===== src/rtl/io_stage_varlat.sv =====
// Memory stage between EX and WB. Loads park in WAIT until the SRAM answers, then the
// sized/signed data is extracted and retired. A flushed load drops its response in DISCARD.
module io_stage_varlat #(
   parameter int PC_WIDTH       = 32,
   parameter int DATA_WIDTH     = 32,
   parameter int REG_ADDR_WIDTH = 5
) (
   input  logic                      clock,
   input  logic                      reset,
   input  logic                      flush,
   input  logic                      wb_allow_in,
   output logic                      io_allow_in,
   input  logic                      ex_valid,
   input  logic [PC_WIDTH-1:0]       ex_pc,
   input  logic [DATA_WIDTH-1:0]     ex_alu_result,
   input  logic [REG_ADDR_WIDTH-1:0] ex_dest,
   input  logic                      ex_reg_write,
   input  logic                      ex_is_load,
   input  logic [1:0]                ex_load_size,
   input  logic                      ex_load_signed,
   input  logic                      data_ok,
   input  logic [DATA_WIDTH-1:0]     data_rdata,
   output logic                      wb_valid,
   output logic [PC_WIDTH-1:0]       wb_pc,
   output logic [DATA_WIDTH-1:0]     wb_result,
   output logic [REG_ADDR_WIDTH-1:0] wb_dest,
   output logic                      wb_reg_write,
   output logic [REG_ADDR_WIDTH-1:0] bp_dest,
   output logic [DATA_WIDTH-1:0]     bp_value,
   output logic                      bp_value_ready
);
   localparam int OFF_W = $clog2(DATA_WIDTH/8);

   typedef enum logic [1:0] {EMPTY, HOLD, WAIT, DISCARD} state_t;
   state_t state, state_n;

   logic [PC_WIDTH-1:0]       pc_q;
   logic [DATA_WIDTH-1:0]     addr_q;
   logic [DATA_WIDTH-1:0]     result_q;
   logic [REG_ADDR_WIDTH-1:0] dest_q;
   logic                      rw_q;
   logic [1:0]                size_q;
   logic                      sgn_q;
   logic                      accept;

   assign io_allow_in = (state == EMPTY) | ((state == HOLD) & wb_allow_in);
   assign accept      = ex_valid & io_allow_in & ~flush;

   always_comb begin
      state_n = state;
      if (flush) begin
         case (state)
            WAIT, DISCARD: state_n = data_ok ? EMPTY : DISCARD;
            default:       state_n = EMPTY;
         endcase
      end else begin
         case (state)
            EMPTY:   if (accept) state_n = ex_is_load ? WAIT : HOLD;
            HOLD:    if (wb_allow_in) state_n = accept ? (ex_is_load ? WAIT : HOLD) : EMPTY;
            WAIT:    if (data_ok) state_n = HOLD;
            DISCARD: if (data_ok) state_n = EMPTY;
            default: state_n = EMPTY;
         endcase
      end
   end

   // Lane extraction from the latched address; misalignment was already trapped in EX.
   logic [OFF_W-1:0]      off, wsel;
   logic [7:0]            ld_b;
   logic [15:0]           ld_h;
   logic [31:0]           ld_w;
   logic [DATA_WIDTH-1:0] ld_ext;

   assign off  = addr_q[OFF_W-1:0];
   assign wsel = off >> 2;
   assign ld_b = data_rdata[{off, 3'b000} +: 8];
   assign ld_h = data_rdata[{off[OFF_W-1:1], 4'b0000} +: 16];
   assign ld_w = data_rdata[{wsel, 5'b00000} +: 32];

   always_comb begin
      ld_ext = '0;
      case (size_q)
         2'd0: begin
            ld_ext = DATA_WIDTH'(ld_b);
            if (sgn_q & ld_b[7]) ld_ext = ld_ext | ({DATA_WIDTH{1'b1}} << 8);
         end
         2'd1: begin
            ld_ext = DATA_WIDTH'(ld_h);
            if (sgn_q & ld_h[15]) ld_ext = ld_ext | ({DATA_WIDTH{1'b1}} << 16);
         end
         default: begin
            ld_ext = DATA_WIDTH'(ld_w);
            if (sgn_q & ld_w[31]) ld_ext = ld_ext | ({DATA_WIDTH{1'b1}} << 32);
         end
      endcase
   end

   always_ff @(posedge clock or negedge reset) begin
      if (!reset) begin
         state    <= EMPTY;
         pc_q     <= '0;
         addr_q   <= '0;
         result_q <= '0;
         dest_q   <= '0;
         rw_q     <= 1'b0;
         size_q   <= 2'd0;
         sgn_q    <= 1'b0;
      end else begin
         state <= state_n;
         if (accept) begin
            pc_q     <= ex_pc;
            addr_q   <= ex_alu_result;
            result_q <= ex_alu_result;
            dest_q   <= ex_dest;
            rw_q     <= ex_reg_write;
            size_q   <= ex_load_size;
            sgn_q    <= ex_load_signed;
         end else if ((state == WAIT) & data_ok & ~flush) begin
            result_q <= ld_ext;
         end
      end
   end

   assign wb_valid       = (state == HOLD);
   assign wb_pc          = pc_q;
   assign wb_result      = result_q;
   assign wb_dest        = dest_q;
   assign wb_reg_write   = rw_q;
   assign bp_dest        = (((state == HOLD) | (state == WAIT)) & rw_q) ? dest_q : '0;
   assign bp_value       = result_q;
   assign bp_value_ready = (state == HOLD);
endmodule

===== config.mk =====
export PLATFORM = sky130hd
export DESIGN_NAME = io_stage_varlat
export DESIGN_NICKNAME = d
export VERILOG_FILES = /design/src/rtl/io_stage_varlat.sv
export SDC_FILE = /design/constraint.sdc
export NUM_CORES = 1
export LEC_CHECK = 0
export CORE_MARGIN = 4
export CORE_UTILIZATION = 40
export CTS_CLUSTER_DIAMETER = 40
export CTS_CLUSTER_SIZE = 12
export DETAILED_ROUTE_END_ITERATION = 10
export PLACE_DENSITY = 0.86
export SETUP_SLACK_MARGIN = 0.5
export SYNTH_ARGS = -nofsm -noshare
export SYNTH_HDL_FRONTEND = slang
export SYNTH_SLANG_ARGS = --single-unit

===== constraint.sdc =====
create_clock -name clock -period 2.2 [get_ports clock]
set_clock_uncertainty 0.1 [all_clocks]
set_input_delay 0.44 -clock clock [delete_from_list [all_inputs] [get_ports clock]]
set_output_delay 0.44 -clock clock [all_outputs]
set_load 0.01 [all_outputs]

Word level (Yosys, flattened, before mapping)
Cells that the tools add are included.
{ "op_classes": {"n_eq_ne": 8, "bitwise_logic": 11, "mux": 16, "shift": 2, "reduce_logical": 5} }
{ "ops": {"columns": ["operator", "count"], "rows": [
  ["two-way mux 32 bit", 4],
  ["one-hot mux 32 bit (2 select lines)", 1],
  ["indexed part select 32 x 6 -> 16 bit", 1],
  ["indexed part select 32 x 6 -> 8 bit", 1],
  ["two-way mux 2 bit", 9],
  ["!= test 3 bit (second input constant)", 4],
  ["AND 1 bit", 8],
  ["one-hot mux 2 bit (4 select lines)", 1],
  ["two-way mux 5 bit", 1],
  ["== test 2 x 1 -> 1 bit (second input constant)", 2],
  ["== test 2 bit (second input constant)", 2],
  ["zero test 2 bit", 2],
  ["AND reduction 4 bit", 1],
  ["OR 1 bit", 2],
  ["nonzero test 2 bit", 1],
  ["OR reduction 2 bit", 1],
  ["inverter 1 bit", 1]
]} }
{ "totals": {"word_cells": 50, "out_inout_bits": 110, "regBits": 77, "in_bits": 112} }

Logic depth before layout (Yosys ltp)
{ "logic_depth": {"depth_word": 9, "depth_mapped": 9, "ltp_nobuf": 6} }

Least setup slack after synthesis
OpenSTA, ideal clock, no wires.
{ "synth_path": {"kind": "register -> register", "start": "reg state[1]", "end": "reg result_q[5] (netlist: bp_value[5])", "setup_time_ps": 127, "arrival_time_ps": 1758, "path_buffers": 3, "stages_incl_launch_ff": 10, "period_less_slack_ps": 1985, "required_ps": 1973, "setup_slack_ps": 215, "cell_sequence": "dfrtp_1 > inv_1 > ha_1 > a21oi_1 > or2_2 > clkbuf_2 > buf_4 > buf_4 > nor2_1 > a21oi_1"} }
{ "synth_between": {"elab_chain_len": 6, "elab_cells_between_ends": 11, "cone_classes": "eq/ne: 2; mux: 1; bitwise: 6; reduce/logical: 2"} }
{ "synth_lines": {"columns": ["item", "line_no", "rtl"], "rows": [
  ["from (decl)", "35", "state_t state, state_n;"],
  ["from (signal assigned)", "109", "state <= state_n;"],
  ["== test 2 x 1 -> 1 bit (*)", null, null],
  ["net bp_value_ready", "30", "output logic bp_value_ready"],
  ["AND 1 bit (*)", "46", "assign io_allow_in = (state == EMPTY) | ((state == HOLD) & wb_allow_in);"],
  ["OR 1 bit (*)", "46", null],
  ["AND 1 bit (*) (2 in a row)", "47", "assign accept = ex_valid & io_allow_in & ~flush;"],
  ["two-way mux 32 bit / nonzero test 2 bit (equally long branches)", null, null],
  ["to (signal assigned)", "113", "result_q <= ex_alu_result;"],
  ["to (signal assigned)", "119", "result_q <= ld_ext;"],
  ["to (decl)", "39", "logic [DATA_WIDTH-1:0] result_q;"]
]} }
The timed path passes the listed nets; every way through them passes the cells marked *.
A chain may end at the register's enable or synchronous reset.

Final worst setup path
{ "layout_path": {"start": "in wb_allow_in", "end": "reg result_q[11] (netlist: bp_value[11])"} }
{ "layout_between": {"elab_chain_len": 5, "elab_cells_between_ends": 6, "cone_classes": "mux: 1; bitwise: 4; reduce/logical: 1"} }
{ "layout_lines": {"columns": ["item", "line_no", "rtl"], "rows": [
  ["from (decl)", "11", "input logic wb_allow_in,"],
  ["AND 1 bit (*)", "46", null],
  ["OR 1 bit (*)", "46", null],
  ["AND 1 bit (*) (2 in a row)", "47", null],
  ["two-way mux 32 bit / nonzero test 2 bit (equally long branches)", null, null]
]} }
Every way passes the cells marked *; elsewhere a longest branch is shown, timed or not.

==> impl_metrics.env <==
export IMPL_outcome="complete, no violations"
export IMPL_rows=37
export IMPL_drv_slew=0
export IMPL_pre_cts_ws_ns=-0.444
export IMPL_grt_use_total=0.256
export IMPL_drv_cap=0
export IMPL_power_uw=9110
export IMPL_use_met3=0.0710
export IMPL_antennaDiodeCount=0
export IMPL_drt_iter0_markers=342
export IMPL_final_layout_size_suffix_gt1_frac=0.220
export IMPL_ant_nets=0
export IMPL_dp_hpwl_um=11200
export IMPL_fin_ws_ns=0.237
export IMPL_r2r_slack_ns=0.24
export IMPL_clkTransAtPathRegs_ns=0.09
export IMPL_h_tree_depth=3
export IMPL_clk_latency_ns=0.35
export IMPL_cp_required_ns=2.32
export IMPL_grt_start_max_net_pins=48
export IMPL_worstPathArrival_ns=2.08
export IMPL_avgSynthCellArea_sq_um=8.69
export IMPL_synthCells=487
export IMPL_clockBufferDepth=2
export IMPL_fin_util=0.717
export IMPL_rsz0062_at_grt="yes"
export IMPL_instances_no_fill=860
export IMPL_busiest_layer="met2"
export IMPL_io_buffers=221
export IMPL_period_minus_slack_ns=1.96
export IMPL_synth_edf_count=0
export IMPL_synth_flop_cell="dfrtp_1"
export IMPL_nNetsFinal=838
export IMPL_dieWidth_um=111
export IMPL_grt_pass1_vias=4788
export IMPL_fmax_mhz=510
export IMPL_synth_seq_cells=77
export IMPL_power_leakage_uw=0.00352
export IMPL_end_kind="flip-flop"
export IMPL_irDropWorstVdd_mv=0.574
export IMPL_cts_root_buf="clkbuf_8"
export IMPL_cts_made_buffers=9
export IMPL_io_pins=222
export IMPL_globalRouteMet2Util=0.446
export IMPL_netlist_area_leader_share=0.455
export IMPL_synthArstFlopShare=1.00
export IMPL_totalWireLength_um=17400
export IMPL_use_met1=0.296
export IMPL_ys_seq_area_frac=0.455
export IMPL_hold_path_class="input port to asynchronous set/reset pin"
export IMPL_viasPerCell=5.36
export IMPL_dp_cells=812
export IMPL_tightest_slew_ns=0.644
export IMPL_firstDrtPassIters=5
export IMPL_timing_rr_end="bp_value[11]"
export IMPL_yosysTopAreaCell="dfrtp_1"
export IMPL_start_kind="input port"
export IMPL_finalSetupViolCount=0
export IMPL_hold_violations=0
export IMPL_cts_sinks=77
export IMPL_synthesis_nets=604
export IMPL_netlist_area_sq_um=4230
export IMPL_period_share=0.892
export IMPL_routedWlPerCell_um=20.2
export IMPL_overflow=0
export IMPL_reg2regPathDepth=10
export IMPL_cts_tree="done"
export IMPL_crit_type="input port to flip-flop"
export IMPL_die_h_um=111
export IMPL_slew_headroom=0.570
export IMPL_crit_fanout=5
export IMPL_startpoint="wb_allow_in"
export IMPL_core_sq_um=10300
export IMPL_reg2reg_from="state[1]"
export IMPL_synth_cell_type_count=43
export IMPL_vias=4610
export IMPL_gp_congestion=0.921
export IMPL_power_density_nw_per_um2=1230
export IMPL_grt_pass1_wl_um=25400
export IMPL_drc=0
export IMPL_die_area_sq_um=12300
export IMPL_yosys_warnings=0
export IMPL_antenna_found_initial=0
export IMPL_synthTopCellsByArea="dfrtp_1, nand2_1, buf_4"
export IMPL_initial_core_util=0.410
export IMPL_area_growth_pct=74.8
export IMPL_holdWs_ns=0.00580
-- cells by family after synthesis --
family / Yosys count / synth area share
AOI/OAI and AO/OA: 100 / 0.172
muxes: 16 / 0.0411
DFF: 77 / 0.455
and+or+nand+nor: 214 / 0.212
adders and majority gates: 5 / 0.0148
buffers and inverters: 75 / 0.105
-- critical path: stages --
cell,delay [ns]
clkdlybuf4s50_1,0.56
a21oi_4,0.09
buf_6,0.12
buf_6,0.11
or2_4,0.29
buf_12,0.16
clkbuf_16,0.17
nand3_2,0.07
o21ai_1,0.06
-- how the worst max path moves through the flow --
stage                         to  cells past startpoint
floorplan           bp_value[18]                      7
global placement    bp_value[17]                      5
finish              bp_value[11]                      9
global route        bp_value[11]                     10
CTS                   bp_dest[1]                      4
detailed placement  bp_value[16]                      5
-- layout make-up --
class | instances | area, sq um
clock buffer | 11 | 131
clock inverter | 3 | 15.0
fill | 753 | 2930
inverter | 12 | 47.5
multi-input combinational | 335 | 2220
sequential | 77 | 1930
tap | 136 | 170
timing repair buffer | 286 | 2880
-- timing repair --
item,4_1_cts,5_1_grt
hold endpoints to repair,0,0
hold buffers,0,0
cloned,5,3
pin swaps,12,33
buffers inserted,15,11
gates resized for setup,194,51
endpoints found under the setup margin,185,89
-- placed cells by master, fill, tap and decap left out, types with 4 or more instances in the layout --
cell type,netlist,routed
a21oi_1,11,6
a22oi_1,12,11
a22oi_2,10,11
buf_12,0,11
buf_16,0,5
buf_2,13,4
buf_4,35,39
buf_6,2,12
clkbuf_8,0,9
clkdlybuf4s15_1,0,4
clkdlybuf4s50_1,0,110
dfrtp_1,77,75
dlygate4sd2_1,0,98
inv_1,12,9
mux2i_1,14,13
nand2_1,168,164
nand3_2,0,5
nor2_1,10,7
nor2_4,0,4
nor4_1,8,7
o211ai_1,9,9
o21a_1,6,6
o21ai_0,25,9
o21ai_1,6,8
o21ai_2,0,7
o21ai_4,0,7
o221ai_1,4,4
-- per-layer routing --
metal	wire [um]	vias to the layer above
met3	1320	56
met1	6500	2213
met2	8840	251
li1	-	2090
met4	702	0
met5	0	-
-- registers in the layout, summed over array words and instances, names as in the netlist --
| signal | flops |
|---|---|
| addr_q | 2 |
| state | 2 |
| bp_value | 32 |
| wb_dest | 5 |
| size_q | 2 |
| wb_reg_write | 1 |
| sgn_q | 1 |
| wb_pc | 32 |
-- stage by stage --
stage,instance area (sq um),setup TNS [ns]
after floorplan,4310,0
after global placement,6560,-4.32
after detailed placement,6560,-6.53
after CTS,7020,0
after global routing,7400,0
final,7400,0
-- synth_stat cells, types with 3 or more instances --
cell and instances:
o221ai_1 4, a22oi_2 10, a21oi_1 11, a32oi_1 3, and3_1 5, buf_4 35
nor4_1 8, o211ai_1 9, clkbuf_1 12, inv_1 12, a22o_1 3, nor2_1 10
a22oi_1 12, nand3_1 9, nand2_1 168, o21a_1 6, o21ai_0 25, mux2i_1 14
o21ai_1 6, nand3b_1 3, ha_1 5, dfrtp_1 77, nand2b_1 4, buf_2 13
-- where the power goes --
group / leakage [uW] / switching [uW] / internal (uW)
clock: 0.0000788 / 504 / 393
combinational: 0.00249 / 2750 / 2760
sequential: 0.000947 / 605 / 2090
(Power assumes the default switching activity.)
